## config.mk

```make
export PLATFORM = sky130hd
export DESIGN_NAME = pipemem_access
export DESIGN_NICKNAME = d
export VERILOG_FILES = /design/src/rtl/pipemem_access.sv
export SDC_FILE = /design/constraint.sdc
export NUM_CORES = 1
export LEC_CHECK = 0
export ABC_CLOCK_PERIOD_IN_PS = 5320
export CAP_MARGIN = 30
export CORE_MARGIN = 4
export CORE_UTILIZATION = 40
export CTS_CLUSTER_DIAMETER = 80
export DETAILED_ROUTE_END_ITERATION = 16
export GPL_ROUTABILITY_DRIVEN = 0
export PLACE_DENSITY_LB_ADDON = 0.2
export SYNTH_ARGS = -nofsm -noshare
export SYNTH_HDL_FRONTEND = slang
export SYNTH_SLANG_ARGS = --single-unit
```

## constraint.sdc

```tcl
create_clock -name clock -period 5.32 [get_ports clock]
set_input_delay 1.064 -clock clock [delete_from_list [all_inputs] [get_ports clock]]
set_output_delay 1.064 -clock clock [all_outputs]
set_load 0.005 [all_outputs]
```

## src/rtl/pipemem_access.sv

```systemverilog
// EXE/MEM pipeline register plus memory-access stage with a req/ack data bus and wait-state stall.
// Optional misaligned-access trap enabled by defining MEMACC_ALIGN_CHECK_EN.
module pipemem_access #(
    parameter int TIMEOUT = 16,
    parameter int CNT_W   = 8
) (
    input  logic        clock,
    input  logic        reset,
    input  logic [31:0] ealu,
    input  logic [31:0] eb,
    input  logic [4:0]  ern,
    input  logic        ewreg,
    input  logic        em2reg,
    input  logic        ewmem,
    output logic        mem_req,
    output logic        mem_we,
    output logic [31:0] mem_addr,
    output logic [31:0] mem_wdata,
    input  logic [31:0] mem_rdata,
    input  logic        mem_ack,
    output logic        mem_stall,
    output logic [31:0] malu,
    output logic [31:0] mmo,
    output logic [4:0]  mrn,
    output logic        mwreg,
    output logic        mm2reg,
    output logic        mem_err
);

    // state   | meaning
    // ST_IDLE | M holds no outstanding memory operation
    // ST_WAIT | request on the bus, waiting for mem_ack or timeout
    typedef enum logic {ST_IDLE, ST_WAIT} state_t;

    localparam logic [CNT_W-1:0] WLAST = CNT_W'(TIMEOUT - 1);

    state_t             state, state_nxt;
    logic [31:0]        mb;
    logic               mwreg_r;
    logic               mwmem;
    logic               malign;
    logic [CNT_W-1:0]   wcnt;
    logic [31:0]        mmo_r;
    logic               pending;
    logic               tmo;
    logic               e_memop;
    logic               e_misalign;
    logic               e_issue;

    assign e_memop = ewmem | em2reg;

`ifdef MEMACC_ALIGN_CHECK_EN
    assign e_misalign = e_memop & (ealu[1:0] != 2'b00);
`else
    assign e_misalign = 1'b0;
`endif

    assign e_issue = e_memop & ~e_misalign;
    assign pending = (state == ST_WAIT);

    always_ff @(posedge clock or posedge reset) begin
        if (reset) begin
            state <= ST_IDLE;
        end else begin
            state <= state_nxt;
        end
    end

    always_comb begin
        state_nxt = state;
        tmo       = 1'b0;
        mem_stall = 1'b0;
        case (state)
            ST_IDLE: begin
                state_nxt = e_issue ? ST_WAIT : ST_IDLE;
            end
            ST_WAIT: begin
                if (mem_ack) begin
                    state_nxt = e_issue ? ST_WAIT : ST_IDLE;
                end else if (wcnt == WLAST) begin
                    // give up: release the pipeline and drop the access
                    tmo       = 1'b1;
                    state_nxt = e_issue ? ST_WAIT : ST_IDLE;
                end else begin
                    mem_stall = 1'b1;
                end
            end
            default: state_nxt = ST_IDLE;
        endcase
    end

    always_ff @(posedge clock or posedge reset) begin
        if (reset) begin
            malu    <= '0;
            mb      <= '0;
            mrn     <= '0;
            mwreg_r <= 1'b0;
            mm2reg  <= 1'b0;
            mwmem   <= 1'b0;
            malign  <= 1'b0;
            wcnt    <= '0;
            mmo_r   <= '0;
            mem_err <= 1'b0;
        end else begin
            if (!mem_stall) begin
                malu    <= ealu;
                mb      <= eb;
                mrn     <= ern;
                mwreg_r <= ewreg;
                mm2reg  <= em2reg;
                mwmem   <= ewmem;
                malign  <= e_misalign;
                wcnt    <= '0;
            end else begin
                wcnt    <= wcnt + 1'b1;
            end
            if (pending && mem_ack) begin
                mmo_r <= mem_rdata;
            end
            if (tmo || malign) begin
                mem_err <= 1'b1;
            end
        end
    end

    assign mem_req   = pending;
    assign mem_we    = pending & mwmem;
    assign mem_addr  = malu;
    assign mem_wdata = mb;

    // load data bypasses the holding register on the ack cycle so WB captures it on that edge
    assign mmo   = (pending && mem_ack) ? mem_rdata : mmo_r;
    assign mwreg = mwreg_r & ~mem_stall & ~tmo & ~malign;

endmodule

```

# Yosys cells after proc, flatten, opt, wreduce, memory -nomap -nowiden
# Index checks and enable logic that the tools add are counted.
[word_totals] in_bits=107 reg_bits=114 out_inout_bits=139 wordCells=32
[op_classes] n_addsub=1 n_bitwise=7 n_reduce_logical=1 eq_ne=1 muxes=12
[ops] cell="2-to-1 mux 32 bit" count=1
[ops] cell="2-to-1 mux 1 bit" count=9
[ops] cell="adder 8 x 1 -> 8 bit (second input constant)" count=1
[ops] cell="== test 8 x 4 -> 1 bit (second input constant)" count=1
[ops] cell="2-to-1 mux 8 bit" count=1
[ops] cell="AND 1 bit" count=3
[ops] cell="NOT 1 bit" count=3
[ops] cell="one-hot mux 1 bit (2 select lines)" count=1
[ops] cell="logical AND 1 bit" count=1
[ops] cell="OR 1 bit" count=1

# Logic depth before layout (Yosys ltp)
# Gate-level depths: netlist of the first run.
[logic_depth] word_depth=7 mapped_depth=6 ltp_nobuf=4

# Least setup slack after synthesis of the first run
# OpenSTA, ideal clock, no wires.
[synth_timing] kind="input-to-output" startpoint="input mem_ack" endpoint="output mmo[10]" required_time_ps=4256 stages=3 slack_ps=2342 n_path_buf=1 arrival_time_ps=1914 cell_sequence="nand2_1 > buf_1 > mux2_2"
[synth_via] elab_chain_len=2
[synth_rtl] element="from (decl)" line_no="20" text="input logic mem_ack,"
[synth_rtl] element="logical AND 1 bit" line_no="132" text="assign mmo = (pending && mem_ack) ? mem_rdata : mmo_r;"
[synth_rtl] element="2-to-1 mux 32 bit"
[synth_rtl] element="to (decl)" line_no="23" text="output logic [31:0] mmo,"
# No other way between the ends.

# Worst setup path in the final report of the first run
[layout_timing] startpoint="input mem_ack" endpoint="output mem_stall"
[layout_via] elab_chain_len=2
[layout_rtl] element="2-to-1 mux 1 bit" line_no="78" text="if (mem_ack) begin"
[layout_rtl] element="2-to-1 mux 1 bit" line_no="73" text="case (state)"
[layout_rtl] element="to (decl)" line_no="21" text="output logic mem_stall,"
# No other way between the ends.

==> reports/qor.yml, run 1 <==
clkSinkCount: 114
ys.flop_type: "dfrtp_1"
synth_seq_area_share_pct: 59.6
path_delay_family: "buffers and inverters"
nets: 630
ant_nets: 0
drt-total-wl_um: 12000
wl_per_cell_um: 17.8
cts_resized: 0
fin_tns_setup_ns: 0
fin_crit_ns: 4.06
required_ns: 4.26
skew_ns: 0.00763
fin_area_um2: 7670
antenna_found_initial: 0
port_buffers: 245
cap_violations: 0
slowest_delay_ns: 0.62
clk_latency_ns: 0.40
syn_nets: 405
syn_inst: 297
grt_pass1_wl_um: 19900
synth_xor_area_share_pct: 0.366
synth_edf_count: 0
synthAdderAreaFrac_pct: 0.261
grt-ovfl-total: 0
final_common_cell: "clkdlybuf4s50_1"
fin_crit_sh_pct: 76.3
placed_area_um2: 7120
core_um2: 11600
total_leakage_power_nw: 3.32
critPathKind: "input port to output pin"
syn_area_um2: 4790
dpl.hpwl_um: 9170
crit_buf_inv: 3
hold_class: "flop to flop"
clkPwrFrac_pct: 40.4
drtIter0Drc: 113
finalPower_mw: 2.59
switchingPower_uw: 561
p_per_area_nw_per_um2: 337
final_cell_mix: "clkdlybuf4s50_1, dfrtp_1, mux2_4"
worstPathCellList: "clkdlybuf4s50_1 > nand2b_1 > a41o_2 > inv_4 > clkdlybuf4s50_1"
finalMaxSlewViolations: 0
rsz0062_at_grt: "no"
crit_fanout: 26
status: "completed"
first_pass_iters: 4
grt_max_degree: 50
ys_ff_latch: 114
async_reset_ff_share_pct: 100
drive_gt1_share_pct: 26.5
synth_top_area_share_pct: 59.6
row_count: 39
synthSimpleGateAreaFrac_pct: 2.72
antenna_cells: 0
cts_buffers: 17
critPathMostFrequentCell: "clkdlybuf4s50_1"
first_global_vias: 3669
synth_top_family_by_area: "multiplexers"
start_util_pct: 41.4
end_kind: "output pin"
setup_violations: 0
ys_warn_count: 0
via_per_inst: 4.71
hold_viol: 0
timing.fmax_mhz: 246
dieArea_um2: 13800
peakVddDrop_v: 0.000208
synth_area_leaders: "dfrtp_1, mux2_4, mux2_2, buf_4, buf_6"
cts_tree: "done"
num_vias: 3178
die_h_um: 117
cp_num_cells: 5
rr_worst_depth: 5
cts_setup_buffers: 0
grt_usage_pct: 18.3
max_slew_margin_pct: 46.5
p_comb_share_pct: 20.4
slowest_stage: "clkdlybuf4s50_1"
fin_ws_ns: 1.26
arrival_ns: 2.99
pre_cts_slack_ns: 1.23
tightest_slew_ns: 0.803
die_w_um: 117
clkSlewWorstSetupHoldPaths_ns: 0.05
internal-power_mw: 2.03
synth_cell_types: 25
ctsHoldBuffers: 0
fin_cells: 675
whs_path_depth: 1
seqPwrFrac_pct: 39.1
syn_avg_cell_area_um2: 16.1
io_pins: 246
syn_to_final_growth_pct: 60.2
muxShareOfSynthArea_pct: 28.9
yosysTopAreaCell: "dfrtp_1"
clk_path_buf_depth: 2
switching_share_pct: 21.7
placed_cells: 646
drc_errors: 0
cts-root-buf: "clkbuf_16"
cp-start-kind: "input port"
synth_compound_area_share_pct: 0.967
h-tree-depth: 4
worst paths after layout:
kind | slack (ns) | to | startpoint
hold reg to reg | 0.47 | mem_err | mem_err
hold / removal | 0.47 | mem_err | mem_err
max in group asynchronous | 3.34 | mmo_r[21] | reset
setup / recovery | 1.26 | mem_stall | mem_ack
min in group asynchronous | 1.08 | mem_wdata[23] | reset
setup reg to reg | 2.75 | mem_wdata[27] | wcnt[0]
power by group through the flow:
stage	Clock, mW	Combinational (mW)	Sequential [mW]
detailed placement	0	0.538	1.02
finish	1.05	0.529	1.01
CTS	1.08	0.540	1.01
global placement	0	0.527	1.02
floorplan	0	0.223	1.02
global route	1.12	0.566	1.02
metrics by stage:
| stage | hold WS, ns | util, % |
|---|---|---|
| after floorplan | 0.433 | - |
| after global placement | 0.455 | 61.5 |
| after detailed placement | 0.465 | 61.5 |
| after CTS | 0.487 | 66.3 |
| after global routing | 0.489 | 66.3 |
| final | 0.473 | 66.3 |
synth_stat cells, types with 3 or more instances:
cell     instances
a21oi_1          4
and2_1           3
buf_1            3
buf_4           32
buf_6            7
dfrtp_1        114
mux2_2          47
mux2_4          57
nand2_1          4
nand3_1          3
nor2_1           3
o21ai_0          3
or3_1            5
state kept, by name, summed over array words and instances, names as in the netlist:
name       flops
malu          32
mem_req        1
mwreg_r        1
mrn            5
mmo_r         32
mem_err        1
mem_wdata     32
wcnt           8
mwmem          1
mm2reg         1
layout make-up:
type	count	area, µm²
fill	878	3890
sequential	114	2850
timing repair buffer	249	2480
multi-input combinational	138	1590
clock buffer	23	498
tap	143	179
clock inverter	6	55.1
inverter	2	12.5
cells by family (layout without fill, tap and decap cells):
family	after synthesis	in the layout
flip-flops	114	114
multiplexers	104	104
buffers and inverters	45	280
AND/OR/NAND/NOR	23	23
AO/OA/AOI/OAI	8	8
XOR/XNOR	2	2
adder cells (fa/ha/maj)	1	1
per-layer routing:
layer  vias to the layer above  global-route usage, %  part of all wire (%)
li1                       1450                      -                     -
met1                      1561                   19.4                    36
met2                       150                   30.7                    51
met3                        17                   9.82                    11
met4                         0                   6.82                   1.4
met5                         -                      0                     0
Note: power is estimated with default switching activity, not from simulation.
==> inputs of run 2 (changes only) <==
ABC_CLOCK_PERIOD_IN_PS = 3700   (was 5320)
CORE_UTILIZATION = 36   (was 40)
clock period = 3.7 ns   (was 5.32 ns; I/O delays follow)
==> run 2 against run 1 <==
Compared with the run above: power is 48% higher; setup slack worse by 0.68 ns; via count is 0.35% lower; combinational power is 44% higher; register-to-register slack worse by 1.1 ns; critical path depth stayed put; sequential power is 44% higher; die area is 10% higher; critical path type unchanged.
==> reports/qor.yml, run 2 (synthesized netlist as in run 1, its figures left out) <==
drc_errors: 0
clk_path_buf_depth: 2
cts_buffers: 17
critPathKind: "input port to output pin"
timing.fmax_mhz: 321
placed_cells: 675
setup_violations: 0
wl_per_cell_um: 16.6
cts_resized: 0
drt-total-wl_um: 11700
final_common_cell: "clkdlybuf4s50_1"
cap_violations: 0
finalMaxSlewViolations: 0
first_pass_iters: 4
rsz0062_at_grt: "no"
cts_setup_buffers: 0
core_um2: 12800
final_cell_mix: "clkdlybuf4s50_1, dfrtp_1, mux2_4"
post-route-util_pct: 60.7
total_leakage_power_nw: 3.34
port_buffers: 245
crit_fanout: 32
tightest_slew_ns: 0.601
p_per_area_nw_per_um2: 493
skew_ns: 0.00844
antenna_cells: 0
grt_max_degree: 74
peakVddDrop_v: 0.000253
cts-root-buf: "clkbuf_16"
start_util_pct: 37.3
hold_viol: 0
h-tree-depth: 4
fin_cells: 707
fill_cells: 1026
clkSinkCount: 114
via_per_inst: 4.48
fin_area_um2: 7790
die_w_um: 123
status: "completed"
arrival_ns: 2.37
row_count: 41
num_vias: 3167
required_ns: 2.96
fin_tns_setup_ns: 0
hold_class: "flop to flop"
drive_gt1_share_pct: 26.9
clkSlewWorstSetupHoldPaths_ns: 0.05
ant_nets: 0
clk_latency_ns: 0.40
io_pins: 246
grt-ovfl-total: 0
max_slew_margin_pct: 60.0
first_global_vias: 3434
ctsHoldBuffers: 0
syn_to_final_growth_pct: 62.7
cts_tree: "done"
grt_pass1_wl_um: 17600
end_kind: "output pin"
fin_crit_sh_pct: 84.2
cp-start-kind: "input port"
die_h_um: 123
placed_area_um2: 7190
grt_usage_pct: 15.1
dieArea_um2: 15200
dpl.hpwl_um: 8570
fin_crit_ns: 3.11
antenna_found_initial: 0
nets: 630
drtIter0Drc: 116
## run 2: cell count changes in the layout (fill, tap and decap cells not counted)
cell        before  now
clkinvlp_4       0    2
buf_12           0    3
buf_4            4    1
clkinv_2         5    8
clkbuf_8         5    2
inv_4            2    1
bufinv_16        1    3
## run 2: path summary, 6_finish.rpt
check,from,end,slack (ns),depth (start not counted)
setup reg to reg,wcnt[4],malu[9],1.65,5
min in group asynchronous,reset,mmo_r[21],0.80,3
hold reg to reg,wcnt[0],wcnt[0],0.47,1
hold / removal,wcnt[0],wcnt[0],0.47,1
max in group asynchronous,reset,mem_wdata[5],2.37,3
setup / recovery,mem_ack,mmo[3],0.59,5
## run 2: cell type report
cell class	instances	area, µm²	area share [%]
Multi-Input combinational cell	138	1590	20.4
Tap cell	172	215	2.76
Clock buffer	20	457	5.86
Sequential cell	114	2850	36.6
Inverter	2	13.8	0.177
Timing Repair Buffer	249	2520	32.4
Clock inverter	12	138	1.77
## run 2: per-stage QoR
stage | worst slack (ns) | hold slack (ns) | power (mW)
final | 0.586 | 0.468 | 3.84
after global routing | 0.526 | 0.489 | 4.01
after CTS | 0.567 | 0.470 | 3.90
after detailed placement | 0.567 | 0.463 | 2.25
after global placement | 0.568 | 0.447 | 2.23
after floorplan | 1.37 | 0.433 | 1.79
## run 2: worst max-delay path, cell delays in order
cell and delay [ns]:
clkdlybuf4s50_1 0.43, nand2_1 0.13, buf_12 0.22, mux2_2 0.37
clkdlybuf4s50_1 0.48
## run 2: where the power goes
group,total (mW),internal [mW],switching (mW)
sequential,1.45,1.38,0.0715
clock,1.63,1.08,0.543
combinational,0.762,0.543,0.219
## run 2: layer usage
metal	GRT usage [%]	part of all wire, %	routed length [µm]	vias to the layer above
li1	-	-	-	1446
met1	17.0	39	4590	1557
met2	24.3	48	5630	152
met3	8.28	12	1390	12
met4	5.40	1.2	146	0
met5	0	0	0	-
==> inputs of run 3 (changes only) <==
ABC_CLOCK_PERIOD_IN_PS = 2600   (was 3700)
clock period = 2.6 ns   (was 3.7 ns; I/O delays follow)
==> run 3 against run 2 <==
Compared with the run above: sequential power increased by 43%; register-to-register slack got worse by 1.0 ns; count of clock-buffer cells in the layout increased by 3; sequential share of layout area down 0.21 points; non-clock buffer count increased by 4; critical path type is now flop to output pin; highest routed layer unchanged.
==> reports/qor.yml, run 3 (synthesized netlist as in run 1, its figures left out) <==
status: "completed"
switching_share_pct: 21.7
core_um2: 12800
drive_gt1_share_pct: 27.2
clkSlewWorstSetupHoldPaths_ns: 0.05
crit_end: "mmo[22]"
io_pins: 246
switchingPower_mw: 1.17
crit_fanout: 16
grt-ovfl-total: 0
critPathKind: "flop to output pin"
whs_ns: 0.449
final_cell_mix: "clkdlybuf4s50_1, dfrtp_1, mux2_4"
r2r_start: "wcnt[0]"
antenna_cells: 0
drtIter0Drc: 89
fin_area_um2: 7840
cts-root-buf: "clkbuf_16"
hold_viol: 0
total_leakage_power_nw: 3.41
h-tree-depth: 4
fin_crit_ns: 2.52
cap_violations: 0
fin_ws_ns: 0.0776
ant_nets: 0
hold_class: "flop to flop"
start_util_pct: 37.3
rsz0062_at_grt: "no"
rr_worst_depth: 5
clkSinkCount: 114
die_w_um: 123
end_kind: "output pin"
clk_latency_ns: 0.41
fin_crit_sh_pct: 97.0
cts_setup_buffers: 0
clkPwrFrac_pct: 41.4
arrival_ns: 2.00
required_ns: 2.08
num_vias: 3175
die_h_um: 123
clk_path_buf_depth: 2
setup_violations: 0
grt_max_degree: 74
first_pass_iters: 3
via_per_inst: 4.48
p_comb_share_pct: 20.2
drt-total-wl_um: 12100
pre_cts_slack_ns: -0.0691
fill_cells: 1012
multi_input_area_um2: 1610
final_common_cell: "clkdlybuf4s50_1"
regArea_um2: 2850
dieArea_um2: 15200
fin_tns_setup_ns: 0
timing.fmax_mhz: 396
nets: 634
r2r_slack_ns: 0.64
first_global_vias: 3493
grt_usage_pct: 15.6
port_buffers: 245
tightest_slew_ns: 0.559
peakVddDrop_v: 0.000395
dpl.hpwl_um: 8540
syn_to_final_growth_pct: 63.7
finalMaxSlewViolations: 0
p_per_area_nw_per_um2: 688
grt_pass1_wl_um: 18000
skew_ns: 0.0118
cp-startpoint: "mem_req"
seqPwrFrac_pct: 38.4
wl_per_cell_um: 17.0
cts_buffers: 17
drc_errors: 0
row_count: 41
cp-start-kind: "flop"
antenna_found_initial: 0
max_slew_margin_pct: 62.8
internal-power_mw: 4.22
cts_tree: "done"
placed_area_um2: 7210
r2r_end: "mrn[2]"
-- run 3: cell count changes in the layout (fill, tap and decap cells not counted), moves of 2 or more --
| cell | before | now |
|---|---|---|
| buf_4 | 1 | 3 |
| clkinv_2 | 8 | 4 |
| clkbuf_16 | 17 | 19 |
| clkdlybuf4s50_1 | 245 | 232 |
| dlygate4sd2_1 | 0 | 11 |
| dlymetal6s2s_1 | 0 | 2 |
| clkbuf_8 | 2 | 4 |
-- run 3: power by group through the flow --
stage          Combinational [mW]  Clock [mW]  Sequential [mW]
6_report                     1.09        2.23             2.07
5_1_grt                      1.16        2.39             2.09
4_1_cts                      1.10        2.29             2.07
3_5_place_dp                 1.11           0             2.10
3_3_place_gp                 1.09           0             2.09
2_1_floorplan               0.457           0             2.09
-- run 3: per-layer routing --
| metal | wire length [µm] | share of wire [%] | track usage, % |
|---|---|---|---|
| met3 | 1390 | 11 | 8.74 |
| met5 | 0 | 0 | 0 |
| met1 | 4720 | 39 | 17.8 |
| met2 | 5790 | 48 | 24.4 |
| met4 | 168 | 1.4 | 6.44 |
-- run 3: metrics by stage --
| step | power (mW) | instances | utilization, % |
|---|---|---|---|
| 2_1_floorplan | 2.54 | 297 | - |
| 3_3_place_gp | 3.18 | 677 | 56.2 |
| 3_5_place_dp | 3.20 | 677 | 56.2 |
| 4_1_cts | 5.45 | 706 | 60.5 |
| 5_1_grt | 5.65 | 708 | 61.1 |
| 6_report | 5.39 | 708 | 61.1 |
-- run 3: timing repair --
action | in CTS | in global routing
resized for setup | 12 | 5
endpoints found under the setup margin | 32 | 22
cloned | 0 | 2
hold buffers | 0 | 0
-- run 3: layout make-up --
cell class              count  area share [%]
clock buffers              23            6.23
clock inverters             6            1.02
inverters                   2           0.176
multi-input cells         138            20.5
flip-flops and latches    114            36.4
well taps                 172            2.75
repair buffers            253            32.9
-- run 3: worst min path at each step --
stage,start,end,slack [ns],depth (start not counted)
after CTS,wcnt[0],wcnt[0],0.45,1
after global routing,wcnt[0],wcnt[0],0.48,1
after floorplan,wcnt[0],wcnt[0],0.43,1
after detailed placement,wcnt[0],wcnt[0],0.45,1
final,wcnt[0],wcnt[0],0.45,1
after global placement,wcnt[0],wcnt[0],0.44,1
-- run 3: critical path: stages, from the launching register on --
cell             delay [ns]
dfrtp_2                0.44
nand2_4                0.14
clkbuf_16              0.20
mux2_2                 0.35
clkdlybuf4s50_1        0.45
